`config.mk`:
```
export PLATFORM = sky130hd
export DESIGN_NAME = bmi_seq
export DESIGN_NICKNAME = d
export VERILOG_FILES = /design/src/rtl/bmi_pkg.sv /design/src/rtl/bmi_divider.sv /design/src/rtl/bmi_seq.sv
export SDC_FILE = /design/constraint.sdc
export NUM_CORES = 1
export LEC_CHECK = 0
export ABC_AREA = 1
export BUFFER_PORTS_ARGS = -buffer_cell sky130_fd_sc_hd__buf_4
export CORE_ASPECT_RATIO = 0.75
export CORE_MARGIN = 3
export CORE_UTILIZATION = 65
export DETAILED_ROUTE_END_ITERATION = 6
export GPL_TIMING_DRIVEN = 1
export PLACE_DENSITY = 0.9
export SLEW_MARGIN = 20
export SYNTH_ARGS = -nofsm -noshare
export SYNTH_HDL_FRONTEND = slang
export SYNTH_SLANG_ARGS = --single-unit
```
`constraint.sdc`:
```
create_clock -name clk -period 7 [get_ports clk]
set_input_delay 0.7 -clock clk [delete_from_list [all_inputs] [get_ports clk]]
set_output_delay 0.7 -clock clk [all_outputs]
set_load 0.01 [all_outputs]
```
`src/rtl/bmi_pkg.sv`:
```
// Shared types and constants for the BMI unit: FSM states, category codes,
// default thresholds and the numerator width helper.
package bmi_pkg;

  typedef enum logic [1:0] {
    S_IDLE = 2'd0,
    S_LOAD = 2'd1,
    S_DIV  = 2'd2,
    S_DONE = 2'd3
  } state_t;

  localparam logic [1:0] CAT_UNDER  = 2'd0;
  localparam logic [1:0] CAT_NORMAL = 2'd1;
  localparam logic [1:0] CAT_OVER   = 2'd2;
  localparam logic [1:0] CAT_OBESE  = 2'd3;

  localparam int T1_X10_DEF = 185;
  localparam int T2_X10_DEF = 250;
  localparam int T3_X10_DEF = 300;

  // SCALE is limited to 14 bits, so weight*SCALE fits WW+14 bits before the
  // FRAC-bit left shift.
  function automatic int num_width(input int ww, input int frac);
    return ww + 14 + frac;
  endfunction

endpackage

```
`src/rtl/bmi_divider.sv`:
```
// Restoring divider producing one quotient bit per cycle, MSB first.
// The caller guarantees num < den<<N so the quotient fits in N bits.
// o_done is high during the final iteration and o_quot then carries the
// complete quotient, letting the caller register it on that same edge.
module bmi_divider
  import bmi_pkg::*;
#(
  parameter int NW = 24,
  parameter int DW = 16,
  parameter int N  = 10
) (
  input  logic          clk,
  input  logic          reset,
  input  logic          i_start,
  input  logic [NW-1:0] i_num,
  input  logic [DW-1:0] i_den,
  output logic          o_done,
  output logic [N-1:0]  o_quot
);

  localparam int XW = (NW > DW + N) ? NW : DW + N;
  localparam int IW = (N > 1) ? $clog2(N) : 1;

  logic [XW-1:0] r_rem;
  logic [DW-1:0] r_den;
  logic [N-1:0]  r_q;
  logic [IW-1:0] r_idx;
  logic          r_busy;

  logic [XW-1:0] w_den_sh;
  logic [XW-1:0] w_rem_next;
  logic [N-1:0]  w_q_next;
  logic          w_ge;

  // Trial subtraction of the shifted divisor for the current bit position.
  always_comb begin
    w_den_sh   = XW'(r_den) << r_idx;
    w_ge       = (r_rem >= w_den_sh);
    w_rem_next = w_ge ? (r_rem - w_den_sh) : r_rem;
    w_q_next   = w_ge ? (r_q | (N'(1) << r_idx)) : r_q;
  end

  assign o_done = r_busy && (r_idx == '0);
  assign o_quot = w_q_next;

  // Iteration state: load on start, then step the bit index down to zero.
  always_ff @(posedge clk) begin
    if (reset) begin
      r_rem  <= '0;
      r_den  <= '0;
      r_q    <= '0;
      r_idx  <= '0;
      r_busy <= 1'b0;
    end else if (i_start) begin
      r_rem  <= XW'(i_num);
      r_den  <= i_den;
      r_q    <= '0;
      r_idx  <= IW'(N - 1);
      r_busy <= 1'b1;
    end else if (r_busy) begin
      r_rem <= w_rem_next;
      r_q   <= w_q_next;
      if (r_idx == '0) r_busy <= 1'b0;
      else             r_idx  <= r_idx - IW'(1);
    end
  end

endmodule

```
`src/rtl/bmi_seq.sv`:
```
// Sequential BMI unit: handshake FSM, numerator/denominator formation,
// zero/saturation pre-checks, multi-cycle divide and category decode.
module bmi_seq
  import bmi_pkg::*;
#(
  parameter int HW     = 8,
  parameter int WW     = 8,
  parameter int SCALE  = 10000,
  parameter int QW     = 8,
  parameter int FRAC   = 2,
  parameter int T1_X10 = T1_X10_DEF,
  parameter int T2_X10 = T2_X10_DEF,
  parameter int T3_X10 = T3_X10_DEF
) (
  input  logic                 clk,
  input  logic                 reset,
  input  logic                 in_valid,
  output logic                 in_ready,
  input  logic [HW-1:0]        height,
  input  logic [WW-1:0]        weight,
  output logic                 out_valid,
  input  logic                 out_ready,
  output logic [QW+FRAC-1:0]   bmi,
  output logic [1:0]           category,
  output logic                 saturated,
  output logic                 div_zero
);

  localparam int N  = QW + FRAC;
  localparam int NW = num_width(WW, FRAC);
  localparam int DW = 2 * HW;
  localparam int CW = (NW > DW + N) ? NW : DW + N;

  localparam int unsigned TH1 = T1_X10 << FRAC;
  localparam int unsigned TH2 = T2_X10 << FRAC;
  localparam int unsigned TH3 = T3_X10 << FRAC;

  state_t r_state;
  state_t w_state_next;

  logic [HW-1:0] r_h;
  logic [WW-1:0] r_w;

  logic [NW-1:0] w_num;
  logic [DW-1:0] w_den;
  logic          w_den_zero;
  logic          w_sat;
  logic          w_start;
  logic          w_div_done;
  logic [N-1:0]  w_quot;

  // Threshold comparison done on bmi*10 against thresholds scaled by 2^FRAC,
  // which avoids any fractional arithmetic.
  function automatic logic [1:0] cat_of(input logic [N-1:0] b);
    int unsigned b10;
    b10 = 32'(b) * 32'd10;
    if      (b10 < TH1) return CAT_UNDER;
    else if (b10 < TH2) return CAT_NORMAL;
    else if (b10 < TH3) return CAT_OVER;
    else                return CAT_OBESE;
  endfunction

  // Operand formation and pre-checks from the captured inputs.
  always_comb begin
    w_num      = (NW'(r_w) * NW'(SCALE)) << FRAC;
    w_den      = DW'(r_h) * DW'(r_h);
    w_den_zero = (w_den == '0);
    w_sat      = (CW'(w_num) >= (CW'(w_den) << N));
  end

  bmi_divider #(
    .NW (NW),
    .DW (DW),
    .N  (N)
  ) u_div (
    .clk     (clk),
    .reset   (reset),
    .i_start (w_start),
    .i_num   (w_num),
    .i_den   (w_den),
    .o_done  (w_div_done),
    .o_quot  (w_quot)
  );

  // State register.
  always_ff @(posedge clk) begin
    if (reset) r_state <= S_IDLE;
    else       r_state <= w_state_next;
  end

  // Next-state logic and state-decoded handshake signals.
  always_comb begin
    w_state_next = r_state;
    in_ready     = 1'b0;
    out_valid    = 1'b0;
    w_start      = 1'b0;
    case (r_state)
      S_IDLE: begin
        in_ready = 1'b1;
        if (in_valid) w_state_next = S_LOAD;
      end
      S_LOAD: begin
        if (w_den_zero || w_sat) begin
          w_state_next = S_DONE;
        end else begin
          w_start      = 1'b1;
          w_state_next = S_DIV;
        end
      end
      S_DIV: begin
        if (w_div_done) w_state_next = S_DONE;
      end
      S_DONE: begin
        out_valid = 1'b1;
        if (out_ready) w_state_next = S_IDLE;
      end
      default: w_state_next = S_IDLE;
    endcase
  end

  // Input capture and registered result outputs.
  always_ff @(posedge clk) begin
    if (reset) begin
      r_h       <= '0;
      r_w       <= '0;
      bmi       <= '0;
      category  <= CAT_UNDER;
      saturated <= 1'b0;
      div_zero  <= 1'b0;
    end else begin
      case (r_state)
        S_IDLE: begin
          if (in_valid) begin
            r_h       <= height;
            r_w       <= weight;
            saturated <= 1'b0;
            div_zero  <= 1'b0;
          end
        end
        S_LOAD: begin
          if (w_den_zero) begin
            bmi      <= '1;
            div_zero <= 1'b1;
            category <= CAT_OBESE;
          end else if (w_sat) begin
            bmi       <= '1;
            saturated <= 1'b1;
            category  <= CAT_OBESE;
          end
        end
        S_DIV: begin
          if (w_div_done) begin
            bmi      <= w_quot;
            category <= cat_of(w_quot);
          end
        end
        default: ;
      endcase
    end
  end

endmodule

```
**Word level (Yosys, flattened, before mapping)**

Index checks and enable logic that the tools add are counted.

- Register bits: 89
- Output and inout bits: 16

- Add/sub/neg operators: 2
- Multiplexer cells: 36
- Shifts and indexed selects: 2
- Reduce and logical (&&, ||, !) cells: 19
- Eq/ne operators: 11
- $mul: 3
- $lt $le $gt $ge: 5
- Bitwise logic cells: 2

Operators with widths:

| cell | number |
|---|---|
| 2-to-1 mux 24 bit | 3 |
| 2-to-1 mux 10 bit | 4 |
| less-than comparator 14 x 10 -> 1 bit, second input constant | 2 |
| >= comparator 24 x 26 -> 1 bit | 1 |
| >= comparator 26 bit | 1 |
| << shifter 16 x 4 -> 26 bit | 1 |
| subtractor 26 bit | 1 |
| case mux 10 bit (2 select lines) | 1 |
| multiplier 8 x 10 -> 18 bit, second input constant | 1 |
| zero test 16 bit | 1 |
| multiplier 8 x 8 -> 16 bit | 1 |
| 2-to-1 mux 2 bit | 8 |
| less-than comparator 14 x 11 -> 1 bit, second input constant | 1 |
| multiplier 10 x 3 -> 13 bit, second input constant | 1 |
| 2-to-1 mux 1 bit | 13 |
| 2-to-1 mux 4 bit | 3 |
| inequality test 2 bit, second input constant | 5 |
| bitwise OR 10 bit | 1 |
| AND reduction 2 bit | 5 |
| << shifter 1 x 4 -> 10 bit, first input constant | 1 |
| AND reduction 3 bit | 3 |
| case mux 2 bit (4 select lines) | 1 |
| nonzero test 2 bit | 4 |
| equality test 2 bit, second input constant | 2 |
| other kinds (13) | 15 |

**Depth between registers and ports, before layout**

- Depth in word-level cells: 10
- Mapped depth: 37
- Gate-level depth less buffers: 36

**Hierarchy**

A second synthesis with hierarchy kept.

- Cell total of the unflattened synthesis: 1,666
- Area, all modules: 10,649.0 um^2

Modules (own cells, without submodules):

| module | times used | sequential area each (um^2) | area an instance (um^2) | cells each |
|---|---|---|---|---|
| bmi_seq | 1 | 640.6 | 5,421.4 | 787 |
| bmi_divider | 1 | 1,141.1 | 5,227.5 | 879 |

**Least setup slack after synthesis**

No wires, ideal clock.

- Path type: register to register
- Start: register r_h[2]
- End: register r_state[0]
- Arrival: 5.086 ns
- Setup slack: 1.844 ns
- Stages on the path, launching flop included: 24
- Clock period less this slack: 5.156 ns
- Cells stage by stage: dfxtp_1 clkbuf_1 nand2_1 fa_1 fa_1 fa_1 fa_1 inv_1 ha_1 nand2_1 inv_1 a21oi_1 nand2_1 nand2_1 nand2_1 ha_1 nand4_1 nor4_1 nand3_1 buf_2 buf_2 nand3_1 nand3_1 a21oi_1

- Cells in the longest elaborated chain, start to end: 5
- Elaborated cells on any way between the ends: 6

RTL lines:

| element | line | RTL |
|---|---|---|
| start, declared | bmi_seq.sv:41 | `logic [HW-1:0] r_h;` |
| start signal, assigned | bmi_seq.sv:134 | `r_h <= height;` |
| multiplier 8 x 8 -> 16 bit (*) | bmi_seq.sv:66 | `w_den = DW'(r_h) * DW'(r_h);` |
| >= comparator 24 x 26 -> 1 bit / zero test 16 bit (equally long branches) | bmi_seq.sv:68, bmi_seq.sv:67 |  |
| logical OR 1 bit (*) | bmi_seq.sv:103 | `if (w_den_zero \|\| w_sat) begin` |
| 2-to-1 mux 1 bit (*) | bmi_seq.sv:103 |  |
| case mux 2 bit (4 select lines) (*) | bmi_seq.sv:97 | `case (r_state)` |
| end signal, assigned | bmi_seq.sv:88 | `else r_state <= w_state_next;` |
| end, declared | bmi_seq.sv:38 | `state_t r_state;` |

Mark *: on every way between the ends. The rest lies on a longest branch, timed or not.
A chain may end at the register's enable or synchronous reset.

**Final worst setup path**

- Start: register u_div.r_idx[2]
- End: register category[1]

- Cells in the longest elaborated chain, start to end: 9
- Elaborated cells on any way between the ends: 16

RTL lines:

| element | line | RTL |
|---|---|---|
| start, declared | bmi_divider.sv:27 | `logic [IW-1:0] r_idx;` |
| start signal, assigned | bmi_divider.sv:58 | `r_idx <= IW'(N - 1);` |
| start signal, assigned | bmi_divider.sv:64 | `else r_idx <= r_idx - IW'(1);` |
| << shifter 16 x 4 -> 26 bit / << shifter 1 x 4 -> 10 bit (equally long branches) | bmi_divider.sv:37, bmi_divider.sv:40 |  |
| >= comparator 26 bit / bitwise OR 10 bit (equally long branches) | bmi_divider.sv:38, bmi_divider.sv:40 |  |
| 2-to-1 mux 10 bit (*) | bmi_divider.sv:40 | `w_q_next = w_ge ? (r_q \| (N'(1) << r_idx)) : r_q;` |
| via u_div.o_quot[3] | bmi_divider.sv:18 | `output logic [N-1:0] o_quot` |
| multiplier 10 x 3 -> 13 bit (*) | bmi_seq.sv:56 | `b10 = 32'(b) * 32'd10;` |
| less-than comparator 14 x 10 -> 1 bit | bmi_seq.sv:58 | `else if (b10 < TH2) return CAT_NORMAL;` |
| 2-to-1 mux 2 bit | bmi_seq.sv:58 |  |
| 2-to-1 mux 2 bit (*) | bmi_seq.sv:57 | `if (b10 < TH1) return CAT_UNDER;` |
| 2-to-1 mux 2 bit (*) | bmi_seq.sv:152 | `if (w_div_done) begin` |
| case mux 2 bit (2 select lines) (*) | bmi_seq.sv:131 | `case (r_state)` |
| end signal, assigned | bmi_seq.sv:154 | `category <= cat_of(w_quot);` |
| end, declared | bmi_seq.sv:24 | `output logic [1:0] category,` |

The timed path passes the listed nets; every way through them passes the cells marked *. The select of a mux whose other input is x is not followed.

==> impl_results.md <==
- Slew Limit Headroom: around a quarter
- Gate Count Post-Synth: 1512
- Core Region: roughly 15000 um^2
- Top Ports: 36
- VDD IR max: 0.0003265 V
- Pwr Total: ~0.0054 W
- ANT nets after route: 0
- DR vias: about 9800
- Area grow syn2layout: 5.267%
- Mapped Area: 9953 um^2
- DRC viols: 0
- CP required: 7.24 ns
- Share of cells above drive strength 1: about 5.4%
- RSZ-0062 raised after global routing: no
- Max FO, Critical Path: 20
- Iter 0 DRT Violations: 1079
- Port bufs: 35
- # setup viols final: 0
- CTS Root Cell: clkbuf_16
- Pre-CTS setup slack: 0.7505 ns
- Syn. warnings: 0
- Post-synth cell types: 46
- Average size of a mapped cell: between 6 and 7 um^2
- Worst path most repeated cell: nand2_1
- Syn_nets: 1702
- Synth top area cells: dfxtp_1, ha_1, nand2_1
- CP endpoint kind: flop
- Register area share after synthesis: between 15 and 20%
- Asr flop ratio synth: 0%
- Post-route insts no fill: 1711
- Setup tns final: 0 ns
- Commonest non-fill, non-tap cell in the layout: nand2_1
- Startpoint Class: flop
- Largest net degree at the start of global routing: 44
- DR WL/cell: 15.37 um
- Crit path time final: ~6.4 ns
- Diodes inserted: 0
- Crit path DAT: 6.62 ns
- Cell Rows: 38
- Fill cells: roughly 1200
- DIE AREA: 16850 um^2
- Vias in the first global route: 8998
- Post-CTS Setup Bufs: 0
- Area of the multi-input gates: between 6000 and 7000 um^2
- Hold crit path type: reg -> reg
- Chip Width: 148.9 um
- Setup WS post-layout: 0.6193 ns
- Max-cap violation count: 0
- Most frequent cells in the layout: nand2_1, inv_1, a21oi_1, ha_1, nor2_1
- Starting Density: 67.53%
- Period utilization: slightly above 90%
- CTS clk-pin slew, worst paths: 0.07 ns
- Final Max Tran Viols: 0
- Leak Pwr: 5.600 nW
- All-Layer GR Usage: 31.39%
- First-pass GRT wire length: 43.35 mm
- CTS sink count: 88
- Reg2reg start: u_div.r_idx[2]
- Fin. Hold Viols: 0
- Fmax: 156.7 MHz
- CTS tree: yes
- H-tree Lvls: 3
- Synth Register Bits: 88
- Drt total wl: about 26 mm
- Nets: 1696
- Clock tree buffer depth: 2
- Pwr per Cell Area: ~520 nW/um^2
- Status: completed
- CP max-delay cell: dfxtp_1
- Crit path kind: reg -> reg
- Synth top area share: between 10% and 20%
- Slew @ Worst Pin: 1.102 ns
- Vias/cell: 5.743
- Placed Cells: ~1700
- Crit path launch: u_div.r_idx[2]
- Worst-skew pair later-pin latency: 0.35 ns
- Ys flop type: dfxtp_1
- Antenna violations before repair: 0
- Clk_skew: 0.01087 ns
- DIE HEIGHT: 113.2 um
- Storage cell area: 1763 um^2
- Hold_sp: u_div.r_rem[0]
- Num CTS Buffers: 9
- Post-synth EDFFs: 0
- Dpl hpwl: 21.15 mm
- Yosys top cell by area: dfxtp_1
- Slowest cell delay on critical path: 0.70 ns
- Total grt overflow: 0
- Routability cong.: around 1.0
- Drt pass-1 iters: 6
==> routing by layer <==
metal / global-route usage (%) / vias to the layer above / part of all wire [%]
li1: - / 4889 / -
met4: 8.659 / 0 / 2.3
met5: 0 / - / 0
met1: 46.25 / 4414 / 47
met2: 45.71 / 465 / 41
met3: 7.806 / 58 / 10
==> sequential cells by signal, indices dropped and copies added, names as in the netlist <==
name / count
u_div.r_idx: 4
bmi: 10
u_div.r_busy: 1
u_div.r_q: 10
div_zero: 1
r_h: 8
u_div.r_den: 15
r_state: 2
r_w: 8
category: 2
saturated: 1
u_div.r_rem: 26
==> kinds of logic after synthesis <==
kind of cell	share of synthesized area, %
simple gates	26.76
buf+inv	12.06
compound gates	16.19
fa+ha+maj	24.31
flops	17.70
xor+xnor	2.904
other cells	0.07545
==> layout make-up <==
type | count | area share [%]
multi-input combinational | 1128 | 66.73
sequential | 88 | 16.83
inverter | 240 | 8.598
timing repair buffer | 39 | 2.794
tap | 200 | 2.388
clock buffer | 10 | 2.185
clock inverter | 6 | 0.4777
==> metrics by stage <==
stage | instance area [um^2] | hold slack (ns) | util (%)
after global routing | 10480 | 0.4919 | 71.09
after CTS | 10480 | 0.4667 | 71.08
final | 10480 | 0.4626 | 71.09
after floorplan | 9953 | 0.4400 | -
after global placement | 10200 | 0.4498 | 69.19
after detailed placement | 10200 | 0.4575 | 69.19
==> cells in the mapped netlist (all sizes together), types with 2 or more instances <==
| master | instances |
|---|---|
| nand2 | 356 |
| inv | 240 |
| a21oi | 135 |
| ha | 131 |
| nor2 | 129 |
| o21ai | 111 |
| dfxtp | 88 |
| nand3 | 75 |
| fa | 39 |
| nand4 | 36 |
| clkbuf | 32 |
| buf | 24 |
| xor2 | 21 |
| nor3 | 15 |
| xnor2 | 12 |
| or2 | 10 |
| a211oi | 8 |
| a31oi | 8 |
| o21bai | 7 |
| a22oi | 6 |
| a21o | 5 |
| nand3b | 5 |
| o211ai | 5 |
| a21boi | 3 |
| conb | 2 |
| nor4 | 2 |
| o21a | 2 |
==> what timing repair did <==
| item | in CTS | in global routing |
|---|---|---|
| endpoints found under the setup margin | 0 | 2 |
| resized for setup | 0 | 1 |
| hold buffers | 0 | 0 |
| endpoints found under the hold margin | 0 | 0 |
==> critical path, delay by kind of cell (launching register included) <==
| family | cells | cell delay [ns] |
|---|---|---|
| adders and majority gates | 4 | 1.31 |
| AOI/OAI and AO/OA | 6 | 1.34 |
| xor gates and xnor gates | 1 | 0.08 |
| and+or+nand+nor | 15 | 2.10 |
| DFF | 1 | 0.70 |
| buffers and inverters | 4 | 0.70 |
==> final timing paths <==
check	to	slack, ns	cells past startpoint
setup / recovery	category[1]	0.62	30
hold reg to reg	u_div.r_rem[0]	0.46	2
hold / removal	u_div.r_rem[0]	0.46	2
setup reg to reg	category[1]	0.62	30
==> power by group <==
| group | internal (W) | total (W) | switching (W) |
|---|---|---|---|
| combinational | 0.00137 | 0.00417 | 0.00280 |
| sequential | 0.000626 | 0.000774 | 0.000148 |
| clock | 0.000246 | 0.000473 | 0.000227 |
No activity file was read; power rests on OpenSTA's default activity.
